==> src/rtl/vram_text_writer.sv <==
// vram_text_writer: text-mode front end that fills character VRAM.
// Accepts one code per handshake, writes it at the cursor, handles CR/LF/BS/FF
// and scrolls the screen up one row when the cursor runs off the last row.
module vram_text_writer #(
  parameter int          COLS  = 40,
  parameter int          ROWS  = 30,
  parameter logic [9:0]  BLANK = 10'h020
) (
  input  logic        clk,
  input  logic        reset,
  input  logic        cmd_valid,
  output logic        cmd_ready,
  input  logic [9:0]  cmd_data,
  output logic [11:0] vram_addr,
  output logic        vram_we,
  output logic [31:0] vram_wdata,
  input  logic [31:0] vram_rdata,
  output logic [5:0]  cursor_row,
  output logic [5:0]  cursor_col,
  output logic        busy
);

  localparam logic [5:0] LAST_C = 6'(COLS - 1);
  localparam logic [5:0] LAST_R = 6'(ROWS - 1);
  localparam logic [9:0] C_BS = 10'h008, C_LF = 10'h00A, C_FF = 10'h00C, C_CR = 10'h00D;

  typedef enum logic [2:0] {IDLE, PUT, CLEAR, SC_RD, SC_WR, SC_FILL} state_t;

  state_t     state, state_nx;
  logic [5:0] row, col;     // cursor
  logic [5:0] sr, sc;       // clear / scroll scan position
  logic [9:0] code;         // word written by PUT
  logic       adv;          // PUT advances the cursor (printable) or not (BS)
  logic       acc_q;        // a code was accepted last cycle
  logic       accept;
  logic       scan_last;
  logic [5:0] sr_m1;
  logic       unused_rdata;

  assign unused_rdata = ^vram_rdata[31:10];
  assign cmd_ready    = (state == IDLE) && !acc_q;
  assign accept       = cmd_ready && cmd_valid;
  assign scan_last    = (sr == LAST_R) && (sc == LAST_C);
  assign sr_m1        = sr - 6'd1;
  assign cursor_row   = row;
  assign cursor_col   = col;
  assign busy         = (state != IDLE);

  // State register
  always_ff @(posedge clk or negedge reset) begin
    if (!reset) state <= IDLE;
    else        state <= state_nx;
  end

  // Next-state and VRAM port drive
  always_comb begin
    state_nx   = state;
    vram_we    = 1'b0;
    vram_addr  = 12'h000;
    vram_wdata = 32'h0;
    case (state)
      IDLE: if (accept) begin
        case (cmd_data)
          C_CR: state_nx = IDLE;
          C_LF: state_nx = (row == LAST_R) ? SC_RD : IDLE;
          C_BS: state_nx = (row != 6'd0 || col != 6'd0) ? PUT : IDLE;
          C_FF: state_nx = CLEAR;
          default: state_nx = PUT;
        endcase
      end
      PUT: begin
        vram_we    = 1'b1;
        vram_addr  = {row, col};
        vram_wdata = {22'd0, code};
        state_nx   = (adv && col == LAST_C && row == LAST_R) ? SC_RD : IDLE;
      end
      CLEAR: begin
        vram_we    = 1'b1;
        vram_addr  = {sr, sc};
        vram_wdata = {22'd0, BLANK};
        if (scan_last) state_nx = IDLE;
      end
      SC_RD: begin
        vram_addr = {sr, sc};
        state_nx  = SC_WR;
      end
      SC_WR: begin
        vram_we    = 1'b1;
        vram_addr  = {sr_m1, sc};
        vram_wdata = {22'd0, vram_rdata[9:0]};
        state_nx   = scan_last ? SC_FILL : SC_RD;
      end
      SC_FILL: begin
        vram_we    = 1'b1;
        vram_addr  = {LAST_R, sc};
        vram_wdata = {22'd0, BLANK};
        if (sc == LAST_C) state_nx = IDLE;
      end
      default: state_nx = IDLE;
    endcase
  end

  // Cursor, scan counters and latched code
  always_ff @(posedge clk or negedge reset) begin
    if (!reset) begin
      row   <= 6'd0;
      col   <= 6'd0;
      sr    <= 6'd0;
      sc    <= 6'd0;
      code  <= 10'd0;
      adv   <= 1'b0;
      acc_q <= 1'b0;
    end else begin
      acc_q <= accept;
      case (state)
        IDLE: if (accept) begin
          case (cmd_data)
            C_CR: col <= 6'd0;
            C_LF: begin
              col <= 6'd0;
              if (row != LAST_R) row <= row + 6'd1;
              else begin sr <= 6'd1; sc <= 6'd0; end
            end
            C_BS: begin
              // cursor moves back first; PUT then blanks the new position
              code <= BLANK;
              adv  <= 1'b0;
              if (col != 6'd0) col <= col - 6'd1;
              else if (row != 6'd0) begin
                row <= row - 6'd1;
                col <= LAST_C;
              end
            end
            C_FF: begin sr <= 6'd0; sc <= 6'd0; end
            default: begin code <= cmd_data; adv <= 1'b1; end
          endcase
        end
        PUT: if (adv) begin
          if (col == LAST_C) begin
            col <= 6'd0;
            if (row != LAST_R) row <= row + 6'd1;
            else begin sr <= 6'd1; sc <= 6'd0; end
          end else col <= col + 6'd1;
        end
        CLEAR, SC_WR: begin
          if (sc == LAST_C) begin sc <= 6'd0; sr <= sr + 6'd1; end
          else sc <= sc + 6'd1;
          if (state == CLEAR && scan_last) begin row <= 6'd0; col <= 6'd0; end
        end
        SC_FILL: begin
          sc <= sc + 6'd1;
          if (sc == LAST_C) begin row <= LAST_R; col <= 6'd0; end
        end
        default: ;
      endcase
    end
  end

endmodule

==> config.mk <==
export PLATFORM = sky130hd
export DESIGN_NAME = vram_text_writer
export DESIGN_NICKNAME = d
export VERILOG_FILES = /design/src/rtl/vram_text_writer.sv
export SDC_FILE = /design/constraint.sdc
export NUM_CORES = 1
export LEC_CHECK = 0
export BUFFER_PORTS_ARGS = -buffer_cell sky130_fd_sc_hd__buf_2
export CORE_ASPECT_RATIO = 0.8
export CORE_MARGIN = 1.5
export CORE_UTILIZATION = 45
export CTS_BUF_LIST = sky130_fd_sc_hd__clkbuf_8
export DETAILED_ROUTE_END_ITERATION = 8
export GPL_TIMING_DRIVEN = 0
export HOLD_SLACK_MARGIN = 0.06
export PLACE_DENSITY = 0.8
export SYNTH_ARGS = -nofsm -noshare
export SYNTH_HDL_FRONTEND = slang
export SYNTH_SLANG_ARGS = --single-unit
==> constraint.sdc <==
create_clock -name clk -period 1.9 [get_ports clk]
set_input_delay 0.38 -clock clk [delete_from_list [all_inputs] [get_ports clk]]
set_output_delay 0.38 -clock clk [all_outputs]
set_load 0.005 [all_outputs]
==> summary.txt, run 1 <==
CTS
  • # hold bufs at CTS: 0
  • Worst-skew pair later-pin latency: 320 ps
  • Num CTS Buffers: 5
  • Max clock buf depth: 2
  • H-Tree Depth: 2
  • Reg clk slew, reported paths: 90 ps
  • Clock sink total: 39
  • Clock root buffer: clkbuf_8
  • CTS tree: yes

Timing
  • Min Tclk post-route: 2260 ps
  • Post-route setup slack: -364 ps
  • Fin. Hold Viols: 0
  • F_max: between 0.4 and 0.5 GHz
  • Setup TNS: -9920 ps
  • Fin. max-slew vios: 0
  • Slew HR: 37.0%
  • RSZ-0062 raised after global routing: true
  • Setup Viol. Count Final: between 60 and 70
  • Final period util: 119%
  • Skew final: between 10 and 15 ps
  • Slew @ Worst Pin: 946 ps

Drt
  • Vias/cell: 6.52
  • DRT Pass-1 Iters: 6
  • 1st-iter DRT viols: just over 500
  • DRC viols: 0
  • Vias post-DR: 4,224
  • Routed WL: 13,900 um
  • Antenna Nets Post-Route: 0
  • WL/cell: 21.5 um

Min path
  • Worst hold path class: input pin to async pin

Final layout
  • Area Growth Syn to Fin: 53.7%
  • Commonest non-fill, non-tap cell in the layout: buf_4
  • Nets: 615
  • Share of layout cells above drive strength 1: 50.4%
  • N_diodes: 0
  • Post-route core utilization: 73.2%
  • Most frequent cells in the layout: buf_4 (69), buf_2 (59), nor2_1 (29), dfrtp_1 (29), nand2_1 (26)

Floorplanning
  • Die width: 99.6 um
  • Die Ht: 80.3 um
  • Starting Density: between 40% and 50%
  • Num ports: between 100 and 150
  • Site Rows: 27
  • Die area: 8000 um^2
  • Core area: about 7100 um^2

Power and ir drop
  • LEAKAGE: 2.39 nW
  • Total power: 1.81 mW
  • Power Dens Cells: 349 nW/um^2
  • VDD IR-drop max: 0.269 mV

Synthesis
  • Mean cell area of the mapped netlist: 7.93 um^2
  • Synthesized area: 3360 um^2
  • Seq cells post-synth: 39
  • Yosys cell types: 69
  • Yosys top cell area share: between 20 and 30%
  • Yosys warns: 0
  • EDFF count, synth: 0
  • Post-synthesis cell count: 424
  • Asr flop ratio synth: between 90% and 100%
  • Register area share after synthesis: 29.0%
  • Main flop type after synthesis: dfrtp_1
  • Cell accounting for the most synthesized area: dfrtp_1
  • Top cells by area, synth: dfrtp_1 (29%), buf_4 (5.1%), nor2_1 (4.9%)

GRT
  • Vias in the first global route: 3,696
  • GR Overflow Total: 0
  • Largest net degree at the start of global routing: 40
  • First-pass GRT wire length: 18,800 um
  • GRT Util Overall: 29.6%
  • Initial antenna violation count: 0

Setup path
  • Arr. time, crit path: 2460 ps
  • Crit path kind: flip-flop to flip-flop
  • Max FO, Critical Path: 9
  • Crit. End Element: flip-flop
  • Crit-path most repeated cell: buf_4
  • Crit-path cells: buf_4 -> nor2b_1 -> clkbuf_4 -> a311o_1 -> o2111ai_2 -> nor3_2 -> buf_4 -> o21ai_1 -> a22o_1
  • Crit path launch type: flip-flop
  • CP required: 2090 ps
  • Worst path max stage delay: approximately 440 ps
  • Critical Path Slowest Stage Cell: dfrtp_1

Placement
  • Hpwl dp: 7450 um
  • DP Worst Slack: -698 ps
  • Placer Congestion: slightly below 1
  • IO Port Bufs: 59

Status
  • Outcome: complete, but fails checks
  • Violated checks: setup timing

Job
  • Max_cap viols: 0
[flip-flops by register name, summed over array words and instances, names as in the netlist]
register,flops
state,3
acc_q,1
adv,1
code,10
sr,6
cursor_col,6
sc,6
cursor_row,6
[synthesized netlist by cell type, types with 2 or more instances]
cell type	count
o211ai_1	3
a21oi_1	25
a21o_1	4
inv_1	12
xnor2_1	4
clkbuf_1	25
a32o_1	2
or3_1	2
nor4_1	4
o2111a_1	2
o2bb2ai_1	3
buf_4	23
xor2_1	6
nor3_1	8
o22ai_1	6
ha_1	10
dfrtp_1	39
nor3b_1	4
or2_2	2
o21ai_1	7
o22a_1	2
nor4_4	2
mux2_2	6
a211oi_1	2
a31oi_1	7
and3_1	3
o21a_1	3
a22o_1	7
buf_2	2
nor2_1	44
a22oi_1	18
o32ai_1	2
nor2b_1	9
nand2b_1	8
o21ai_0	27
nand2_1	34
o31ai_1	6
a211o_1	3
nand3_1	18
[layout make-up]
class | count | area (um^2)
buffer | 40 | 394
clock buffer | 6 | 82.6
clock inverter | 2 | 35.0
fill | 450 | 1890
inverter | 14 | 67.6
multi-input combinational | 340 | 2650
sequential | 39 | 988
tap | 87 | 109
timing repair buffer | 120 | 843
[kinds of logic after synthesis]
logic type	Yosys count	share of synthesized area (%)
adder cells (fa/ha/maj)	10	3.72
XOR/XNOR	10	2.61
AO/OA/AOI/OAI	142	29.1
other	1	0.112
buffers and inverters	66	10.2
AND/OR/NAND/NOR	149	22.9
multiplexers	7	2.31
flip-flops	39	29.0
[worst paths after layout]
check | start | endpoint | slack, ps | cells past startpoint
worst max-delay path | state[1] | cursor_row[3] | -360 | 9
min in group clk | cmd_data[3] | code[3] | 350 | 3
worst min-delay path | reset | sc[5] | 200 | 1
worst min register to register | code[2] | code[2] | 540 | 1
max in group asynchronous | reset | cursor_row[1] | 1040 | 1
worst max register to register | state[1] | cursor_row[3] | -360 | 9
[critical path: cells and delay by family, from the launching register on]
family                 cells  cell delay, ps
DFF                        1             440
buffers and inverters      3             630
and+or+nand+nor            2             330
AOI/OAI and AO/OA          4             730
[repair_timing]
action | in CTS | in global routing
setup endpoints to repair | 62 | 52
cloned | 2 | 1
pin swaps | 24 | 36
gates resized for setup | 142 | 82
buffers inserted | 36 | 22
endpoints found under the hold margin | 0 | 0
[metal layers]
metal / share of wire [%] / up-vias / GRT usage, %
li1: - / 1772 / -
met1: 38 / 2004 / 39.6
met2: 46 / 354 / 49.9
met3: 9.8 / 94 / 5.05
met4: 5.5 / 0 / 7.32
met5: 0 / - / 0
[power breakdown]
group          internal, mW  switching, mW
Combinational        0.0782         0.0903
Clock                 0.426          0.360
Sequential            0.841         0.0104
Total                  1.35          0.460
[through the flow]
stage / hold WS [ps] / instances / instance area, um^2
after global placement: 463 / 591 / 3850
after CTS: 246 / 628 / 4710
after detailed placement: 478 / 591 / 3850
after global routing: 287 / 648 / 5170
final: 202 / 648 / 5170
after floorplan: 84.4 / 445 / 3450
Note: power is estimated with default switching activity, not from simulation.
==> inputs of run 2 (changes only) <==
--- a/config.mk
+++ b/config.mk
@@ -6,4 +6,5 @@
 export NUM_CORES = 1
 export LEC_CHECK = 0
+export ABC_AREA = 1
 export BUFFER_PORTS_ARGS = -buffer_cell sky130_fd_sc_hd__buf_2
 export CORE_ASPECT_RATIO = 0.8
==> constraint.sdc (replaced) <==
create_clock -name clk -period 1.9 [get_ports clk]
set_input_delay 0.285 -clock clk [delete_from_list [all_inputs] [get_ports clk]]
set_output_delay 0.285 -clock clk [all_outputs]
set_load 0.005 [all_outputs]
==> summary.txt, run 2 <==
Drt
  • Vias/cell: 5.49 (-16%)
  • DRC viols: 0 (unchanged)
  • WL/cell: 15.0 um (-30%)
  • DRT Pass-1 Iters: 8 (+2)
  • 1st-iter DRT viols: 356 (-30%)
  • Antenna Nets Post-Route: 0 (unchanged)
  • Routed WL: 11,200 um (-19%)
  • Vias post-DR: 4,115 (-2.6%)

Timing
  • Setup Viol. Count Final: 8 (-87%)
  • Min Tclk post-route: 1950 ps (-314 ps)
  • Final period util: 103% (-17 points)
  • Setup TNS: -189 ps (+9730 ps)
  • F_max: 0.513 GHz (+16%)
  • Slew @ Worst Pin: 936 ps (-9.92 ps)
  • Skew final: 10.0 ps (-2.95 ps)
  • Fin. Hold Viols: 0 (unchanged)
  • Slew HR: 37.6% (+0.66 points)
  • Fin. max-slew vios: 0 (unchanged)
  • RSZ-0062 raised after global routing: true
  • Hold Worst Slack: 113 ps (-89.2 ps)
  • Post-route setup slack: -49.5 ps (+314 ps)

Synthesis
  • Main flop type after synthesis: dfrtp_1
  • Register area share after synthesis: 28.0% (-1.0 points)
  • Yosys cell types: 40 (-42%)
  • Synth Area in XOR/XNOR: 3.27% (+0.66 points)
  • Post-Synth Adder-Cell Area: 3.59% (-0.13 points)
  • Post-synthesis cell count: 523 (+23%)
  • Synth Area in Compound Gates: 13.9% (-15 points)
  • Main combinational cell family by area after synthesis: simple AND/OR/NAND/NOR gates
  • Yosys warns: 0 (unchanged)
  • EDFF count, synth: 0 (unchanged)
  • Post-Synth Simple-Gate Area: 38.3% (+15 points)
  • Synthesized area: 3480 um^2 (+3.6%)
  • Top cells by area, synth: dfrtp_1 (28%), nand2_1 (17%), nand3_1 (7.8%)
  • Most numerous cell in the Yosys netlist: nand2_1
  • Synth top cells by count: nand2_1 (158), nand3_1 (54), inv_1 (49), nor2_1 (41), dfrtp_1 (39)
  • Cell accounting for the most synthesized area: dfrtp_1
  • Seq cells post-synth: 39 (unchanged)
  • Yosys top cell area share: 28.0% (-1.0 points)
  • Mean cell area of the mapped netlist: 6.66 um^2 (-16%)
  • Asr flop ratio synth: 100% (unchanged)
  • Multiplexer share of the synthesized area: 0% (-2.3 points)

Min path
  • Worst hold path class: input pin to async pin

Power and ir drop
  • P_sw: 419 uW (-9.1%)
  • Total power: 1.59 mW (-12%)
  • Flop pwr share: 53.5% (+6.3 points)
  • Power Dens Cells: 339 nW/um^2 (-2.9%)
  • VDD IR-drop max: 0.273 mV (+1.6%)
  • Logic pwr share: 8.8% (-0.5 points)
  • Clk network pwr share: 37.7% (-5.8 points)
  • Int Pwr: 1.17 mW (-13%)
  • LEAKAGE: 2.47 nW (+3.2%)
  • Net Sw Frac: 26.4% (+0.89 points)

CTS
  • Clock sink total: 39 (unchanged)
  • Num CTS Buffers: 5 (unchanged)
  • # hold bufs at CTS: 0 (unchanged)
  • Reg clk slew, reported paths: 90 ps (about the same)
  • Max clock buf depth: 2 (unchanged)
  • Worst-skew pair later-pin latency: 310 ps (about the same)
  • CTS tree: yes
  • H-Tree Depth: 2 (unchanged)
  • Clock root buffer: clkbuf_8

Floorplanning
  • Die Ht: 81.7 um (+1.7%)
  • Die area: 8280 um^2 (+3.5%)
  • Starting Density: 46.7% (-0.95 points)
  • Site Rows: 28 (+3.7%)
  • Num ports: 104 (unchanged)
  • Core area: 7460 um^2 (+5.7%)
  • Die width: 101 um (+1.7%)

Setup path
  • FF-to-FF Start: state[2]
  • Max FO, Critical Path: 10 (+1)
  • Crit path launch type: flip-flop
  • Crit-path cells: inv_2 -> nand3_4 -> inv_6 -> buf_6 -> a21oi_2 -> o221ai_1 -> buf_2
  • R2R Setup Slk: 10 ps (+370 ps)
  • Arr. time, crit path: 1660 ps (-800 ps)
  • Crit path kind: flip-flop to primary output
  • Worst path max stage delay: 480 ps (+40 ps)
  • CP required: 1620 ps (-470 ps)
  • Critical Path Slowest Stage Cell: dfrtp_2
  • R2R Path End: sr[0]
  • Crit. End Element: primary output
  • Worst Reg-to-Reg Cells: 10 (+1)

Placement
  • DP Worst Slack: -190 ps (+508 ps)
  • Placer Congestion: 0.982 (-1.2%)
  • Placed insts: 708 (+20%)
  • Hpwl dp: 7480 um (+0.46%)
  • IO Port Bufs: 59 (unchanged)
  • Post-place instance area: 3990 um^2 (+3.6%)

Status
  • Outcome: complete, but fails checks
  • Violated checks: setup timing

GRT
  • GR Overflow Total: 0 (unchanged)
  • Largest net degree at the start of global routing: 40 (unchanged)
  • First-pass GRT wire length: 17,300 um (-7.8%)
  • GRT Util Overall: 26.7% (-2.8 points)
  • Vias in the first global route: 3,708 (+0.32%)
  • Initial antenna violation count: 0 (unchanged)

Final layout
  • Register name with the most flops: code
  • Post-Layout Cell Count: 749 (+16%)
  • Max reg flops: 10 (unchanged)
  • Post-route core utilization: 62.6% (-11 points)
  • Most frequent cells in the layout: nand2_1 (149), buf_2 (63), nand3_1 (52), buf_4 (52), inv_1 (42)
  • Share of layout cells above drive strength 1: 34.0% (-16 points)
  • Commonest non-fill, non-tap cell in the layout: nand2_1
  • N_diodes: 0 (unchanged)
  • Design area: 4670 um^2 (-9.5%)
  • Area Growth Syn to Fin: 34.2%
  • Nets: 698 (+13%)

Job
  • Max_cap viols: 0 (unchanged)
==> run 2: what timing repair did <==
item                       in CTS  in global routing
buffers inserted               23                  8
pin swaps                       8                 14
gates cloned                    2                  0
gates resized for setup        47                 59
setup endpoints to repair      44                 47
==> run 2: routing by layer <==
| metal | global-route usage [%] | routed length [um] | up-vias |
|---|---|---|---|
| met3 | 4.85 | 1020 | 42 |
| met1 | 36.2 | 4800 | 1895 |
| met2 | 41.9 | 5090 | 256 |
| li1 | - | - | 1922 |
| met4 | 11.8 | 300 | 0 |
| met5 | 0 | 0 | - |
==> run 2: critical path: cells and delay by family, from the launching register on <==
family | cells | cell delay [ps]
flip-flops | 1 | 480
AND/OR/NAND/NOR | 1 | 140
buffers and inverters | 4 | 460
AO/OA/AOI/OAI | 2 | 270
==> run 2: kinds of logic (layout without fill, tap and decap cells) <==
| family | after synthesis | count (layout) |
|---|---|---|
| AO/OA/AOI/OAI | 76 | 76 |
| XOR/XNOR | 13 | 13 |
| adder cells (fa/ha/maj) | 10 | 10 |
| buffers and inverters | 93 | 193 |
| flip-flops | 39 | 39 |
| other | 1 | 22 |
| AND/OR/NAND/NOR | 291 | 291 |
==> run 2: power groups by stage <==
stage / Sequential [mW] / Combinational, mW / Clock, mW
detailed placement: 0.866 / 0.140 / 0
CTS: 0.849 / 0.140 / 0.611
global placement: 0.866 / 0.138 / 0
global route: 0.850 / 0.158 / 0.642
finish: 0.849 / 0.140 / 0.598
floorplan: 0.863 / 0.0794 / 0
==> run 2: area by class of cell <==
| class | count | area (um^2) |
|---|---|---|
| clock inverter | 3 | 20.0 |
| tap | 105 | 131 |
| inverter | 59 | 245 |
| buffer | 34 | 282 |
| sequential | 39 | 986 |
| clock buffer | 5 | 68.8 |
| fill | 644 | 2790 |
| timing repair buffer | 92 | 561 |
| multi-input combinational | 412 | 2380 |
==> run 2: worst max-delay path by stage <==
stage / to / cells after the start / from
6_report: vram_addr[9] / 7 / state[2]
5_1_grt: vram_addr[8] / 7 / state[2]
4_1_cts: vram_addr[8] / 6 / state[1]
3_5_place_dp: vram_wdata[5] / 7 / state[2]
3_3_place_gp: vram_wdata[5] / 7 / state[2]
2_1_floorplan: cursor_row[4] / 9 / cursor_col[0]
==> inputs of run 3 (changes only) <==
Settings changed: CORE_ASPECT_RATIO 0.8 to not set.
==> summary.txt, run 3 (synthesis gave the netlist of run 2 again) <==
Floorplanning
  • Die Ht: 91.0 um (+11%)
  • Die area: 8270 um^2 (about the same)
  • Starting Density: 47.2% (+0.59 points)
  • Site Rows: 31 (+11%)
  • Core area: 7370 um^2 (-1.2%)
  • Die width: 91.0 um (-10%)
  • Num ports: 104 (unchanged)

Setup path
  • Crit path launch type: flip-flop
  • Worst Reg-to-Reg Cells: 10 (unchanged)
  • Crit-path cells: inv_4 -> nand3_4 -> inv_6 -> buf_6 -> a21oi_1 -> o221ai_1 -> buf_2
  • CP Capture Point: vram_addr[9]
  • Critical Path Slowest Stage Cell: dfrtp_2
  • Crit. End Element: primary output
  • Crit path kind: flip-flop to primary output
  • Worst path bufs/invs: 4 (unchanged)
  • CP required: 1620 ps (about the same)
  • Max FO, Critical Path: 10 (unchanged)
  • R2R Setup Slk: 10 ps (about the same)
  • FF-to-FF Start: sc[0]
  • CP top delay family: flip-flops
  • Worst path max stage delay: 460 ps (-20 ps)
  • Arr. time, crit path: 1650 ps (about the same)
  • CP startpoint: state[2]
  • R2R Path End: cursor_col[0]
  • WP depth: 7 (unchanged)

GRT
  • Largest net degree at the start of global routing: 40 (unchanged)
  • Vias in the first global route: 3,564 (-3.9%)
  • GRT Util Overall: 24.9% (-1.9 points)
  • Most used routing layer: met2
  • GR Overflow Total: 0 (unchanged)
  • Met3 Usage GRT: 3.85% (-1.0 points)
  • Met1 Use GR: 32.1% (-4.1 points)
  • Initial antenna violation count: 0 (unchanged)
  • Routing usage on met2: 42.0% (+0.16 points)
  • First-pass GRT wire length: 16,900 um (-2.4%)

Placement
  • Hpwl dp: 7260 um (-2.9%)
  • IO Port Bufs: 59 (unchanged)
  • Placer Congestion: 0.937 (-4.5%)
  • Placed insts: 702 (-0.85%)

CTS
  • H-Tree Depth: 2 (unchanged)
  • # hold bufs at CTS: 0 (unchanged)
  • Reg clk slew, reported paths: 80 ps (about the same)
  • Worst-skew pair later-pin latency: 310 ps (about the same)
  • Clock root buffer: clkbuf_8
  • Max clock buf depth: 2 (unchanged)
  • CTS tree: yes
  • Num CTS Buffers: 5 (unchanged)
  • Clock sink total: 39 (unchanged)

Final layout
  • Area occupied by multi-input gates: 2360 um^2 (-1.0%)
  • Area Growth Syn to Fin: 33.8%
  • Share of layout cells above drive strength 1: 33.0% (-1.0 points)
  • Sequential cell area: 986 um^2 (unchanged)
  • Post-Layout Cell Count: 742 (-0.93%)
  • Most frequent cells in the layout: nand2_1 (152), buf_2 (63), buf_4 (54)
  • Commonest non-fill, non-tap cell in the layout: nand2_1
  • Nets: 697 (-0.14%)
  • Max reg flops: 10 (unchanged)
  • N_diodes: 0 (unchanged)
  • Filler cells: 625 (-3.0%)
  • Register name with the most flops: code

Power and ir drop
  • Net Sw Frac: 22.0% (-4.3 points)
  • Int Pwr: 1.43 mW (+23%)
  • LEAKAGE: 2.47 nW (+0.14%)
  • Power Dens Cells: 394 nW/um^2 (+16%)
  • VDD IR-drop max: 0.363 mV (+33%)
  • Clk network pwr share: 46.2% (+8.5 points)
  • Total power: 1.84 mW (+16%)
  • Logic pwr share: 7.6% (-1.2 points)
  • P_sw: 405 uW (-3.2%)
  • Flop pwr share: 46.2% (-7.3 points)

Timing
  • Slew HR: 39.6% (+2.0 points)
  • Min Tclk post-route: 1940 ps (-10.5 ps)
  • Fin. max-slew vios: 0 (unchanged)
  • Post-route setup slack: -38.9 ps (+10.5 ps)
  • RSZ-0062 raised after global routing: true
  • Setup Viol. Count Final: 5 (-3)
  • F_max: 0.516 GHz (+0.54%)
  • Fin. Hold Viols: 0 (unchanged)
  • Slew @ Worst Pin: 905 ps (-30.4 ps)
  • Final period util: 102% (-0.55 points)
  • Skew final: 8.18 ps (-1.84 ps)

Drt
  • Vias post-DR: 4,079 (-0.87%)
  • WL/cell: 14.8 um (-1.4%)
  • 1st-iter DRT viols: 338 (-5.1%)
  • Routed WL: 11,000 um (-2.3%)
  • DRC viols: 0 (unchanged)
  • Antenna Nets Post-Route: 0 (unchanged)
  • DRT Pass-1 Iters: 5 (-3)
  • Vias/cell: 5.50 (about the same)

Status
  • Violated checks: setup timing
  • Outcome: complete, but fails checks

Job
  • Max_cap viols: 0 (unchanged)

Min path
  • Worst hold path class: input pin to async pin
run 3: metrics by stage:
| stage | setup TNS, ps | hold slack, ps | worst slack [ps] | util, % | instance area [um^2] |
|---|---|---|---|---|---|
| after floorplan | 0 | -10.6 | 267 | - | 3560 |
| after global placement | -1110 | 465 | -172 | 54.0 | 3980 |
| after detailed placement | -1950 | 467 | -189 | 54.0 | 3980 |
| after CTS | -4.35 | 155 | -4.35 | 58.6 | 4320 |
| after global routing | -1090 | 192 | -85.7 | 63.2 | 4660 |
| final | -103 | 98.4 | -38.9 | 63.2 | 4660 |
run 3: worst min path at each step:
stage	endpoint	slack (ps)	from	cells after the start
floorplan	acc_q	-10	reset	0
global placement	code[7]	460	code[7]	2
detailed placement	code[9]	470	code[9]	2
CTS	cursor_col[4]	150	reset	1
global route	cursor_col[4]	190	reset	1
finish	cursor_col[4]	100	reset	1
run 3: worst reg2reg max path: cells and delay by family (launching register included):
family	cells	cell delay, ps
AND/OR/NAND/NOR	8	1090
flip-flops	1	400
adder cells (fa/ha/maj)	1	200
buffers and inverters	1	150
run 3: layout make-up:
class	count	share of cell area [%]
plain buffers	34	5.88
clock buffers	5	1.48
clock inverters	3	1.37
inverters	59	5.32
multi-input cells	412	50.6
flip-flops and latches	39	21.2
well taps	99	2.66
repair buffers	91	11.6
run 3: power by group through the flow:
stage               sequential (mW)  combinational, mW  clock [mW]
finish                        0.850              0.140       0.848
global route                  0.851              0.158       0.893
CTS                           0.849              0.139       0.860
detailed placement            0.865              0.139           0
global placement              0.865              0.136           0
floorplan                     0.863             0.0794           0
run 3: timing repair:
item | CTS | global route
cloned | 1 | 0
endpoints found under the hold margin | 0 | 0
setup buffers | 12 | 19
setup endpoints to repair | 44 | 47
gates resized for setup | 40 | 57
pin swaps | 5 | 10
run 3: routing by layer:
metal  vias up  wire (um)
met1      1866       4400
li1       1927          -
met3        41        986
met2       245       5210
met5         -          0
met4         0        359
